File: config.mk
export PLATFORM = sky130hd
export DESIGN_NAME = if_stage
export DESIGN_NICKNAME = d
export VERILOG_FILES = /design/src/rtl/if_stage_pkg.sv /design/src/rtl/if_stage_instruction_memory.sv /design/src/rtl/if_stage.sv
export SDC_FILE = /design/constraint.sdc
export NUM_CORES = 1
export LEC_CHECK = 0
export CAP_MARGIN = 20
export CORE_ASPECT_RATIO = 1.2
export CORE_MARGIN = 8
export CORE_UTILIZATION = 40
export CTS_BUF_LIST = sky130_fd_sc_hd__clkbuf_16
export CTS_CLUSTER_SIZE = 25
export DETAILED_ROUTE_END_ITERATION = 6
export GPL_ROUTABILITY_DRIVEN = 1
export GPL_TIMING_DRIVEN = 0
export PLACE_DENSITY = 0.82
export SLEW_MARGIN = 20
export SYNTH_ARGS = -nofsm -noshare
export SYNTH_HDL_FRONTEND = slang
export SYNTH_SLANG_ARGS = --single-unit
File: constraint.sdc
create_clock -name clk -period 2.96 [get_ports clk]
set_input_delay 0.444 -clock clk [delete_from_list [all_inputs] [get_ports clk]]
set_output_delay 0.444 -clock clk [all_outputs]
set_load 0.005 [all_outputs]
File: src/rtl/if_stage_pkg.sv
// Shared constants for the instruction-fetch stage: word size, default reset
// address, next-PC select encoding and the boot program image.
package if_stage_pkg;

    localparam int unsigned WORD_BYTES       = 4;
    localparam logic [31:0] DEFAULT_RESET_PC = 32'h0000_0000;

    // Next-PC source chosen by the fetch-stage priority logic
    typedef enum logic [1:0] {
        SEL_HOLD   = 2'd0,
        SEL_BRANCH = 2'd1,
        SEL_INC    = 2'd2
    } next_pc_sel_e;

    // Program image: word i holds "mov r0, #i" (ARM encoding 0xE3A0_00ii),
    // which makes every fetched word identify its own address.
    function automatic logic [31:0] prog_word(input int unsigned idx);
        logic [31:0] w_idx;
        w_idx     = 32'(idx);
        prog_word = 32'hE3A0_0000 | {24'h0, w_idx[7:0]};
    endfunction

endpackage

File: src/rtl/if_stage_instruction_memory.sv
// Combinational, word-addressed instruction ROM. Words at or beyond DEPTH
// read as zero so a runaway fetch returns a harmless all-zero word.
module Instruction_Memory
    import if_stage_pkg::*;
#(
    parameter int unsigned DEPTH = 64
) (
    input  logic [29:0] i_word_addr,
    output logic [31:0] o_data
);

    localparam int unsigned AW = (DEPTH > 1) ? $clog2(DEPTH) : 1;

    logic [31:0] w_mem [DEPTH];
    logic        w_in_range;

    // ROM contents are constant wires built from the program image
    for (genvar gi = 0; gi < DEPTH; gi++) begin : g_rom
        assign w_mem[gi] = prog_word(gi);
    end

    assign w_in_range = ({2'b00, i_word_addr} < 32'(DEPTH));

    // Bounds-checked read; out-of-range addresses return zero
    always_comb begin
        o_data = 32'h0000_0000;
        if (w_in_range) begin
            o_data = w_mem[i_word_addr[AW-1:0]];
        end
    end

endmodule

File: src/rtl/if_stage.sv
// Instruction-fetch stage: PC register, next-PC priority mux, instruction ROM
// and optional performance counters (enable with `define IF_PERF_CNT_EN).
module if_stage
    import if_stage_pkg::*;
#(
    parameter logic [31:0] RESET_PC   = DEFAULT_RESET_PC,
    parameter int unsigned IMEM_DEPTH = 64
) (
    input  logic        clk,
    input  logic        rst,
    input  logic        freeze,
    input  logic        SRAM_freeze,
    input  logic        Branch_taken,
    input  logic [31:0] BranchAddr,
    output logic [31:0] PC,
    output logic [31:0] Instruction,
    output logic [31:0] fetch_cnt,
    output logic [31:0] stall_cnt,
    output logic [31:0] redirect_cnt
);

    logic [31:0]  pc_q;
    logic [31:0]  w_pc_inc;
    next_pc_sel_e w_sel;

    assign w_pc_inc = pc_q + 32'(WORD_BYTES);
    assign PC       = w_pc_inc;

    // Memory stall outranks a branch: the stalled execute stage re-presents it
    always_comb begin
        w_sel = SEL_INC;
        if (SRAM_freeze) begin
            w_sel = SEL_HOLD;
        end else if (Branch_taken) begin
            w_sel = SEL_BRANCH;
        end else if (freeze) begin
            w_sel = SEL_HOLD;
        end
    end

    // Fetch-address register; branch target stored verbatim, low bits included
    always_ff @(posedge clk) begin
        if (rst) begin
            pc_q <= RESET_PC;
        end else begin
            case (w_sel)
                SEL_BRANCH: pc_q <= BranchAddr;
                SEL_INC:    pc_q <= w_pc_inc;
                default:    pc_q <= pc_q;
            endcase
        end
    end

    Instruction_Memory #(
        .DEPTH (IMEM_DEPTH)
    ) u_imem (
        .i_word_addr (pc_q[31:2]),
        .o_data      (Instruction)
    );

`ifdef IF_PERF_CNT_EN
    logic [31:0] r_fetch_cnt;
    logic [31:0] r_stall_cnt;
    logic [31:0] r_redirect_cnt;

    // Event counters; all wrap naturally at 2^32
    always_ff @(posedge clk) begin
        if (rst) begin
            r_fetch_cnt    <= 32'd0;
            r_stall_cnt    <= 32'd0;
            r_redirect_cnt <= 32'd0;
        end else begin
            if (w_sel != SEL_HOLD) begin
                r_fetch_cnt <= r_fetch_cnt + 32'd1;
            end
            if (w_sel == SEL_HOLD) begin
                r_stall_cnt <= r_stall_cnt + 32'd1;
            end
            if (w_sel == SEL_BRANCH) begin
                r_redirect_cnt <= r_redirect_cnt + 32'd1;
            end
        end
    end

    assign fetch_cnt    = r_fetch_cnt;
    assign stall_cnt    = r_stall_cnt;
    assign redirect_cnt = r_redirect_cnt;
`else
    assign fetch_cnt    = 32'd0;
    assign stall_cnt    = 32'd0;
    assign redirect_cnt = 32'd0;
`endif

endmodule
# Word level (Yosys, flattened, before mapping)
# Memory sizes are Yosys's and may differ from the RTL's.
# Index checks and enable logic that the tools add are counted.
[classes] n_eq_ne=2 n_mux=7 bitwise_logic=1 order_cmp=2 n_reduce_logical=1 add_sub_neg=1
[ops] cell="32-bit two-way mux" n=3
[ops] cell="32-bit one-hot mux with 2 select lines" n=1
[ops] cell="32-bit by 3-bit adder with 32-bit output (second input constant)" n=1
[ops] cell="30-bit by 7-bit < comparator with 1-bit output (second input constant)" n=1
[ops] cell="7-bit >= comparator (second input constant)" n=1
[ops] cell="6-bit NOT with 7-bit output" n=1
[ops] cell="2-bit two-way mux" n=3
[ops] cell="2-bit by 1-bit equality test with 1-bit output (second input constant)" n=1
[ops] cell="2-bit equality test (second input constant)" n=1
[ops] cell="2-bit nonzero test" n=1
[totals] romBits=2048 regBits=32 wordCells=16 memories=1 inputBits=37
[mem_list] name="(name not given)" words=64 word_bits=32 rd=1 rd_ports_with_merged_regs=0 write_ports=0 line="if_stage_instruction_memory.sv:28" source="o_data = w_mem[i_word_addr[AW-1:0]];"

# Longest topological paths before layout
[logic_depth] word_depth=5 mapped_depth=8 depth_no_buf=6

# Cells and area by module
# Synthesis repeated with hierarchy kept, for this count alone.
[unflattened] hier_cells=471 hier_area_um2=3539.6
[by_module_without_submodules] module="if_stage" seq_area_each_um2=640.6 area_each_um2=3235.6 n_inst=1 cells_per_inst=430
[by_module_without_submodules] module="Instruction_Memory" seq_area_each_um2=0.0 area_each_um2=304.0 n_inst=1 cells_per_inst=41

# Least setup slack after synthesis
# Ideal clock, no wire load.
[synth_path] path_type="reg-to-output" from="reg pc_q[3]" to="out PC[24]" arrival_time_ps=2041 path_slack_ps=475 required_ps=2516 path_stages_with_launch=7 path_buffers=1 cell_sequence="dfxtp_1 -> ha_1 -> nand3_2 -> or4_4 -> buf_6 -> or3_1 -> xnor2_1"
[synth_via] elab_chain_cells=1
[synth_lines] element="start: declaration" line="if_stage.sv:22" source="logic [31:0] pc_q;"
[synth_lines] element="start signal: assignment" line="if_stage.sv:47" source="SEL_BRANCH: pc_q <= BranchAddr;"
[synth_lines] element="start signal: assignment" line="if_stage.sv:48" source="SEL_INC: pc_q <= w_pc_inc;"
[synth_lines] element="start signal: assignment" line="if_stage.sv:49" source="default: pc_q <= pc_q;"
[synth_lines] element="32-bit by 3-bit adder with 32-bit output" line="if_stage.sv:26" source="assign w_pc_inc = pc_q + 32'(WORD_BYTES);"
[synth_lines] element="end: declaration" line="if_stage.sv:15" source="output logic [31:0] PC,"
# Every way passes these cells.

# Worst setup path after layout
[layout_path] from="reg pc_q[7]" to="out PC[14]"
# The elaborated chain is that of the path after synthesis.

==> results.toml <==
[floorplan]
start_util = 0.405
row_count = 38
dieArea_mm2 = 0.0124
coreArea_mm2 = 0.00894
die_w_um = 103
ioPinCount = 197
die_h_um = 120

[timing]
holdWs_ps = 502
setup_viol = 0
max_slew.worst_pin.slew_ps = 676
finalSetupTns_ps = 0
post-route-period-util = 0.982
layout_setup_ws_ps = 53.7
maxSlewViolCount = 0
grt_setup_unrepaired = "true"
min_period_ps = 2910
slew_headroom = 0.549
finClkSkew_ps = 6.05
clock.fmax_mhz = 344
hold_violations = 0

[min_path]
hp-class = "flop to flop"
min_delay_worst_endpoint = "pc_q[0]"
whs_path_depth = 2
hold_start = "pc_q[0]"

[routing]
dr.pass1.iters = 4
drt_iter0_markers = 234
drt_wl_total_mm = 12.5
viasPerCell = 4.67
wire_per_inst_um = 15.3
ant_nets = 0
drc = 0
vias = 3799

[power]
peakVddDrop_v = 0.000222
power_mw = 1.58
total_leakage_power_nw = 2.52
powerDensity_mw_per_mm2 = 293

[clock_network]
cts_root_buffer = "clkbuf_16"
clk_path_buf_depth = 2
htreeDepth = 2
clk_latency_ps = 280
cts.sinks = 32
clk_pin_slew_ps = 60
cts_tree = "done"
cts-buffers-inserted = 5

[final_layout]
area_growth_pct = 49.2
layout.nets = 732
drive_gt1_frac = 0.277
final_common_cell = "buf_4"
finish.utilization = 0.604
postLayoutCellArea_mm2 = 0.00540
mostFrequentLayoutCells = "buf_4 (141), conb_1 (115), clkdlybuf4s50_1 (74), nand2_1 (27), dfxtp_1 (24)"
num-fill-cells = 858
top_regs = "pc_q x32"
regMostFlops = "pc_q"
antenna_cells = 0
fin_cells = 814
largest_register_ffs = 32

[logic_synthesis]
synth_compound_area_frac = 0.166
syn_avg_cell_area_um2 = 7.48
synth_adder_area_share = 0.00692
synth_top_family_by_area = "buffers and inverters"
muxShareOfSynthArea = 0.0156
yosys_warnings = 0
yosys.area_share.simple = 0.258
synth_edf_count = 0
netlist_area_mm2 = 0.00362
synth-main-ff-cell = "dfxtp_1"
ys_ff_latch = 32
async_flop_share = 0
synthCells = 484
ys_seq_area_frac = 0.177
synth-xor-area-share = 0.0654
synth_cell_type_count = 58

[global_route]
grt_pass1_wl_mm = 19.1
grt_pass1_vias = 3840
grt_max_degree = 12
gr-usage-all-layers = 0.190
grt-ovfl-total = 0
antenna_found_initial = 0

[worst_setup_path]
crit_type = "flop to primary output"
required_ps = 2520
start_kind = "flop"
r2r-start = "pc_q[13]"
ff2ff_setup_slack_ps = 750
cp_max_fo = 10
rr_worst_depth = 6
r2r-end = "pc_q[29]"
critPathLaunch = "pc_q[7]"
cp-end-kind = "primary output"
critPathArrivalTime_ps = 2460

[flow_run]
max_cap_violations = 0

[outcome]
status = "completed"

[placement]
pre_cts_slack_ps = -313
place_inst = 799
gp_congestion = 0.907
place_hpwl_mm = 9.86
placed_area_mm2 = 0.00501
io_buffers = 81
==> worst max path at each step <==
stage,endpoint,depth (start not counted),slack [ps]
after floorplan,PC[24],6,470
after global placement,pc_q[13],9,-310
after detailed placement,pc_q[13],9,-310
after CTS,PC[31],6,-210
after global routing,PC[27],6,1
final,PC[14],6,50
==> synthesized netlist by cell type (all sizes together) (2+ instances only) <==
master / instances / area (um^2)
or3: 9 / 56.3
o22ai: 2 / 12.5
and4: 3 / 26.3
and3: 6 / 37.5
a21oi: 17 / 85.1
o221ai: 2 / 17.5
nor2: 21 / 78.8
o211ai: 7 / 52.6
nor3: 13 / 65.1
o32ai: 5 / 43.8
or2: 4 / 25.0
and2: 6 / 37.5
nand3: 11 / 65.1
o31a: 2 / 17.5
dfxtp: 32 / 641
nor4: 17 / 106
a211oi: 5 / 37.5
a211o: 2 / 17.5
nand2b: 5 / 31.3
ha: 2 / 25.0
buf: 134 / 986
xor2: 11 / 96.3
mux2i: 3 / 30.0
mux2: 2 / 26.3
a22oi: 10 / 75.1
clkbuf: 26 / 98.8
or4: 11 / 93.8
nand4: 9 / 86.3
o21bai: 2 / 15.0
inv: 10 / 37.5
xnor2: 16 / 140
a31oi: 14 / 87.6
o311ai: 2 / 17.5
nor3b: 3 / 22.5
o21ai: 7 / 35.0
nor2b: 12 / 75.1
nand3b: 2 / 15.0
nand2: 27 / 101
==> layer usage <==
layer	routed length, um	up-vias	global-route usage	part of all wire
met5	0	-	0	0
met3	1130	13	0.0437	0.090
li1	-	1893	-	-
met1	4850	1724	0.213	0.39
met2	6350	169	0.345	0.51
met4	164	0	0.0562	0.013
==> timing repair <==
action / in CTS / in global routing
resized for setup: 26 / 24
hold buffers: 0 / 0
endpoints found under the setup margin: 30 / 30
buffers inserted: 3 / 10
endpoints found under the hold margin: 0 / 0
pin swaps: 5 / 7
gates cloned: 0 / 1
==> critical path, cell delays in order (launching register included) <==
cell and delay [ps]:
dfxtp_1 300, buf_4 160, nand3_4 170, buf_1 330, nor4_2 490, xor2_1 210
clkdlybuf4s50_1 530
==> cells by family (layout without fill, tap and decap cells) <==
family | Yosys count | in the layout
compound gates | 87 | 87
xor+xnor | 27 | 27
fa+ha+maj | 2 | 2
buf+inv | 170 | 265
flops | 32 | 32
mux | 5 | 5
other cells | 1 | 115
simple gates | 160 | 161
==> report_power, final <==
part | internal, mW | switching, mW | leakage, nW
logic | 0.318 | 0.255 | 2.18
clock network | 0.303 | 0.200 | 0.0738
registers | 0.462 | 0.0425 | 0.266
total | 1.08 | 0.498 | 2.52
==> cell type report <==
class,count,area (um^2),area share
multi-input combinational,397,2420,0.449
buffer,153,1080,0.200
timing repair buffer,94,915,0.169
sequential,32,656,0.121
tap,120,150,0.0278
clock buffer,5,125,0.0232
inverter,10,37.5,0.00695
clock inverter,3,11.3,0.00209
(Power assumes the default switching activity.)
